===== src/rtl/fetch_pkg.sv =====
// Shared types and constants for the instruction-fetch stage.
package fetch_pkg;

  typedef enum logic {
    FE_RUN,
    FE_FAULT
  } fe_state_t;

  localparam int unsigned INSTR_BYTES = 4;
  localparam logic [31:0] NOP_INSTR   = 32'h0000_0013;

endpackage


===== src/rtl/fetch_unit.sv =====
// Instruction-fetch stage: owns the PC, issues one aligned fetch per cycle and tracks the registered memory response.
// Optional misaligned-redirect trap enabled by defining FETCH_MISALIGN_TRAP_EN.
module fetch_unit
  import fetch_pkg::*;
#(
  parameter int unsigned     WIDTH    = 32,
  parameter logic [WIDTH-1:0] RESET_PC = '0
) (
  input  logic             clk,
  input  logic             reset,
  input  logic             halt,
  input  logic             stall,
  input  logic             redirect_en,
  input  logic [WIDTH-1:0] redirect_pc,
  output logic             fe_rd_en,
  output logic [WIDTH-1:0] fe_rd_addr,
  input  logic [WIDTH-1:0] fe_rd_data,
  output logic [WIDTH-1:0] o_instr,
  output logic [WIDTH-1:0] o_pc,
  output logic             o_valid,
  output logic             o_misalign,
  output logic [WIDTH-1:0] o_fault_pc
);

  fe_state_t        state_q, state_d;
  logic [WIDTH-1:0] pc_q, pc_d;
  logic [WIDTH-1:0] resp_pc_q, resp_pc_d;
  logic [WIDTH-1:0] fault_pc_q, fault_pc_d;
  logic             resp_valid_q, resp_valid_d;
  logic             rd_en;
  logic [WIDTH-1:0] rd_addr;
  logic [WIDTH-1:0] redir_tgt;
  logic             redir_bad;

  always_comb begin
`ifdef FETCH_MISALIGN_TRAP_EN
    redir_tgt = redirect_pc;
    redir_bad = |redirect_pc[1:0];
`else
    redir_tgt = {redirect_pc[WIDTH-1:2], 2'b00};
    redir_bad = 1'b0;
`endif
  end

  always_comb begin
    state_d      = state_q;
    pc_d         = pc_q;
    resp_pc_d    = resp_pc_q;
    resp_valid_d = resp_valid_q;
    fault_pc_d   = fault_pc_q;
    rd_en        = 1'b0;
    rd_addr      = pc_q;
    // Halt freezes everything, including a pending redirect, which execute keeps asserted.
    if (!halt) begin
      if (redirect_en) begin
        if (redir_bad) begin
          resp_valid_d = 1'b0;
          state_d      = FE_FAULT;
          fault_pc_d   = redirect_pc;
        end else begin
          rd_en        = 1'b1;
          rd_addr      = redir_tgt;
          pc_d         = redir_tgt + WIDTH'(INSTR_BYTES);
          resp_pc_d    = redir_tgt;
          resp_valid_d = 1'b1;
          state_d      = FE_RUN;
        end
      end else if (state_q == FE_RUN && !stall) begin
        rd_en        = 1'b1;
        rd_addr      = pc_q;
        resp_pc_d    = pc_q;
        resp_valid_d = 1'b1;
        pc_d         = pc_q + WIDTH'(INSTR_BYTES);
      end
    end
  end

  always_ff @(posedge clk or negedge reset) begin
    if (!reset) begin
      state_q      <= FE_RUN;
      pc_q         <= RESET_PC;
      resp_pc_q    <= '0;
      resp_valid_q <= 1'b0;
      fault_pc_q   <= '0;
    end else begin
      state_q      <= state_d;
      pc_q         <= pc_d;
      resp_pc_q    <= resp_pc_d;
      resp_valid_q <= resp_valid_d;
      fault_pc_q   <= fault_pc_d;
    end
  end

  // Stalls keep the response alive because the memory only updates its read data on a request.
  always_comb begin
    fe_rd_en   = rd_en & reset;
    fe_rd_addr = rd_addr;
    o_valid    = resp_valid_q & ~redirect_en & (state_q == FE_RUN);
    o_instr    = o_valid ? fe_rd_data : WIDTH'(NOP_INSTR);
    o_pc       = resp_pc_q;
    o_misalign = (state_q == FE_FAULT);
    o_fault_pc = fault_pc_q;
  end

endmodule


===== config.mk =====
export PLATFORM = sky130hd
export DESIGN_NAME = fetch_unit
export DESIGN_NICKNAME = d
export VERILOG_FILES = /design/src/rtl/fetch_pkg.sv /design/src/rtl/fetch_unit.sv
export SDC_FILE = /design/constraint.sdc
export NUM_CORES = 1
export LEC_CHECK = 0
export CAP_MARGIN = 20
export CORE_UTILIZATION = 44
export DETAILED_ROUTE_END_ITERATION = 6
export PLACE_DENSITY = 0.82
export SLEW_MARGIN = 25
export SYNTH_ARGS = -nofsm -noshare
export SYNTH_HDL_FRONTEND = slang
export SYNTH_SLANG_ARGS = --single-unit

===== constraint.sdc =====
create_clock -name clk -period 5.2 [get_ports clk]
set_input_delay 1.56 -clock clk [delete_from_list [all_inputs] [get_ports clk]]
set_output_delay 1.56 -clock clk [all_outputs]
set_load 0.01 [all_outputs]

; Yosys cells after proc, flatten, opt, wreduce, memory -nomap -nowiden
; Cells that the tools add are included.
[classes]
multipliers = 0
n_addsub = 2
n_reduce_logical = 3
div_mod_pow = 0
magnitude_cmp = 0
eq_ne = 0
muxes = 12
bitwise = 4
shifts = 0
[op_table]
columns = op, count
row1 = 2-to-1 mux 32 bit, 7
row2 = adder 32 x 3 -> 32 bit (second input constant), 2
row3 = 2-to-1 mux 1 bit, 5
row4 = bitwise AND 1 bit, 2
row5 = NOT 1 bit, 2
row6 = AND reduction 2 bit, 1
row7 = nonzero test 2 bit, 1
row8 = logical NOT 1 bit, 1
[totals]
output_inout_bits = 131
elab_cells = 24
regBits = 65
mem_bits_ro = 0
memories = 0
ramBits = 0
latchBits = 0

; Longest topological paths before layout
[logic_depth]
word_depth = 4
mapped_depth = 14
ltp_nobuf = 8

; Least setup slack after synthesis
; OpenSTA, ideal clock, no wires.
[synth_timing]
kind = input -> output
from = input redirect_en
to = output fe_rd_addr[18]
required_time_ps = 3640
stages = 9
arrival_time_ps = 3128
n_path_buf = 7
slack_ps = 512
path_cell_list = buf_6 > buf_4 > buf_4 > buf_2 > buf_2 > clkbuf_1 > buf_2 > nand2_1 > o22ai_1
[synth_between]
elab_chain_cells = 2
[synth_rtl]
columns = item, line_no
row1 = start: declaration, fetch_unit.sv:13  ; input logic redirect_en,
row2 = 2-to-1 mux 32 bit, fetch_unit.sv:55  ; if (redirect_en) begin
row3 = 2-to-1 mux 32 bit, fetch_unit.sv:54  ; if (!halt) begin
row4 = end: declaration, fetch_unit.sv:16  ; output logic [WIDTH-1:0] fe_rd_addr,
; No other way between the ends.

; Final worst setup path
[layout_timing]
from = input halt
to = output fe_rd_addr[4]
[layout_between]
elab_chain_cells = 1
[layout_rtl]
columns = item, line_no
row1 = start: declaration, fetch_unit.sv:11  ; input logic halt,
row2 = 2-to-1 mux 32 bit, fetch_unit.sv:54
; No other way between the ends.

==> metrics <==
status complete, no violations; Hold Buf Count CTS 0; crit path launch halt; crit path to fe_rd_addr[4]; Core Box Area 0.0108 sq mm; HPWL Detailed 11,000 microns; R2R depth 8; flops & latches, synth 61; first-pass GRT wire length 23,400 microns; Ys Warns 0; drt total wl ~15,000 microns; Synth top area share 31.3%; later-pin clock latency in the skew report approximately 0.35 ns; final worst setup slack approximately 0.20 ns; RSZ-0062 raised after global routing no; Yosys top cell by area dfrtp_1; All-Layer GR Usage a little over a quarter; RR Endpoint pc_q[18]; slew at the pin closest to its max-slew limit 0.809 ns; Required @ worst endpoint ~3.6 ns; max cap viols 0; CTS tree yes; Startpoint Class primary input; WHS 0.461 ns; worst vdd ir around 0.00015 V; Crit Path Max Fanout 22; achievable clock frequency 0.200 GHz; post-CTS resize count 0; Final Skew between 0.006 and 0.007 ns; Synth Cell Area 0.00487 sq mm; Vias/cell 5.64; fin nets between 800 and 900; total congestion overflow 0; post-synthesis instance total 601; initial antenna violation count 0; initial DRC count 343; number of max-slew violations in the final report 0; CTS Sinks 61; Synth cell types 65; top_reg_cell synth dfrtp_1; worst reg2reg setup slack 2.56 ns; hold crit path type reg -> reg; crit path DAT 3.44 ns; ANT nets after route 0; chip height 107 microns; Worst-path clk slew 0.07 ns; die area ~0.011 sq mm; multi-input logic area 0.00299 sq mm; area of placed instances between 0.006 and 0.007 sq mm; Setup TNS 0 ns; drt first pass iters 6; dominant cells by area after synthesis dfrtp_1, nand2_1, buf_4; syn avg cell area 8.10 sq um; number of flops mapped to enable cells by yosys 0; ys async rst share between 90% and 100%; PwrDens 252 mW/mm^2; share of cells above drive strength 1 7.55%; initial core utilization 45.1%; Ports 200; Ant. Diodes 0; leak pwr 2.81 nW; Final Setup Violations 0; setup bufs post-CTS 0; Die Span X 107 microns; DRC Markers 0; number of global-route vias before repair around 4,800; clk root buf clkbuf_8; via count 5,046; reg2reg start pc_q[2]; worst slack, placed 0.214 ns; CP endpoint kind output pin; Layout Cells excl Fill a little under 900; Routed WL per cell 16.8 microns; kind of critical path in -> out; final hold violation count 0; Max-slew headroom 46.1%; pin count of the biggest net entering global routing 62; register area around 0.0015 sq mm; # rows 38; share of the yosys chip area belonging to registers 31.3%; fin crit period 5.00 ns; Placer Congestion 0.889; CTS H-Tree Depth 3; dpl cells between 800 and 900; Filler cells 920; Port Buffers 160; Final Cell Area 0.00665 sq mm; TritonCTS Buffers 9; Area growth syn-to-layout 36.6%; deepest clock path buffer count 2; part of the cycle the worst path needs 96.2%
==> power by group <==
part	internal (W)	switching [W]
Sequential	0.000549	0.0000883
Combinational	0.000313	0.000291
Clock	0.000223	0.000214
Total	0.00108	0.000593
==> critical path, stage by stage <==
cell and delay [ns]:
clkdlybuf4s50_1 0.46, buf_4 0.23, nor2_2 0.12, buf_4 0.30
nand2_1 0.09, nand2_1 0.12, clkdlybuf4s50_1 0.55
==> placed cells by master (no fill, tap or decap), types with 3 or more instances in the layout <==
| cell | n |
|---|---|
| mux2_2 | 4 |
| conb_1 | 37 |
| a21oi_1 | 29 |
| nor2_1 | 23 |
| a22oi_2 | 3 |
| o21ai_0 | 38 |
| dfrtp_1 | 61 |
| clkinvlp_4 | 3 |
| o22a_1 | 9 |
| nand3b_4 | 3 |
| inv_1 | 5 |
| nor4_1 | 3 |
| nor2b_1 | 4 |
| buf_4 | 18 |
| nor3_1 | 5 |
| nand2b_1 | 7 |
| a211oi_1 | 3 |
| mux2i_1 | 23 |
| or4_1 | 3 |
| nand4b_1 | 4 |
| nand2_1 | 129 |
| xor2_1 | 18 |
| and2_1 | 32 |
| a21o_1 | 3 |
| a22oi_1 | 7 |
| nor3b_1 | 6 |
| nand3b_1 | 7 |
| clkdlybuf4s50_1 | 158 |
| xnor2_1 | 8 |
| o211ai_1 | 6 |
| nand3_1 | 21 |
| and3_1 | 5 |
| nand4_1 | 10 |
| a31oi_1 | 8 |
| o22ai_1 | 4 |
| clkbuf_8 | 9 |
==> routing by layer <==
metal	track usage (%)	wire, microns	vias to the layer above
li1	-	-	2337
met3	4.68	1270	39
met2	43.8	7360	284
met5	0	0	-
met1	32.6	5960	2386
met4	11.5	460	0
==> worst min path at each step <==
stage          depth (start not counted)      endpoint         start
6_report                               1  resp_valid_q  resp_valid_q
5_1_grt                                1  resp_valid_q  resp_valid_q
4_1_cts                                1  resp_valid_q  resp_valid_q
3_5_place_dp                           1  resp_valid_q  resp_valid_q
3_3_place_gp                           1  resp_valid_q  resp_valid_q
2_1_floorplan                          1  resp_valid_q  resp_valid_q
==> state kept, by name, summed over array words and instances, names as in the netlist <==
signal,cells
o_pc,30
resp_valid_q,1
pc_q,30
==> area by class of cell <==
cell class / count / share of cell area [%]
Tap cell: 140 / 2.63
Inverter: 6 / 0.338
Timing Repair Buffer: 178 / 26.2
Multi-Input combinational cell: 494 / 44.9
Clock buffer: 9 / 1.86
Sequential cell: 61 / 22.9
Clock inverter: 7 / 1.13
==> metrics by stage <==
step / utilization, % / power [W]
after floorplan: - / 0.000937
after global placement: 59.8 / 0.00123
after detailed placement: 59.8 / 0.00125
after CTS: 61.7 / 0.00168
after global routing: 61.7 / 0.00177
final: 61.7 / 0.00168
==> kinds of logic after synthesis <==
kind of cell / synth area share (%)
simple gates: 29.8
compound gates: 17.8
buf+inv: 10.3
flops: 31.3
mux: 5.65
xor+xnor: 4.68
fa+ha+maj: 0.257
other cells: 0.0770
==> synth_stat cells, types with 8 or more instances <==
library cell / n
xor2_1: 18
buf_4: 39
nor2_1: 24
nand3_1: 21
o22a_1: 9
clkbuf_1: 22
mux2i_1: 23
xnor2_1: 8
nand4_1: 10
o21ai_0: 38
dfrtp_1: 61
and2_1: 32
a21oi_1: 29
nand2_1: 129
a31oi_1: 8
Power figures use the tool's default switching activity.
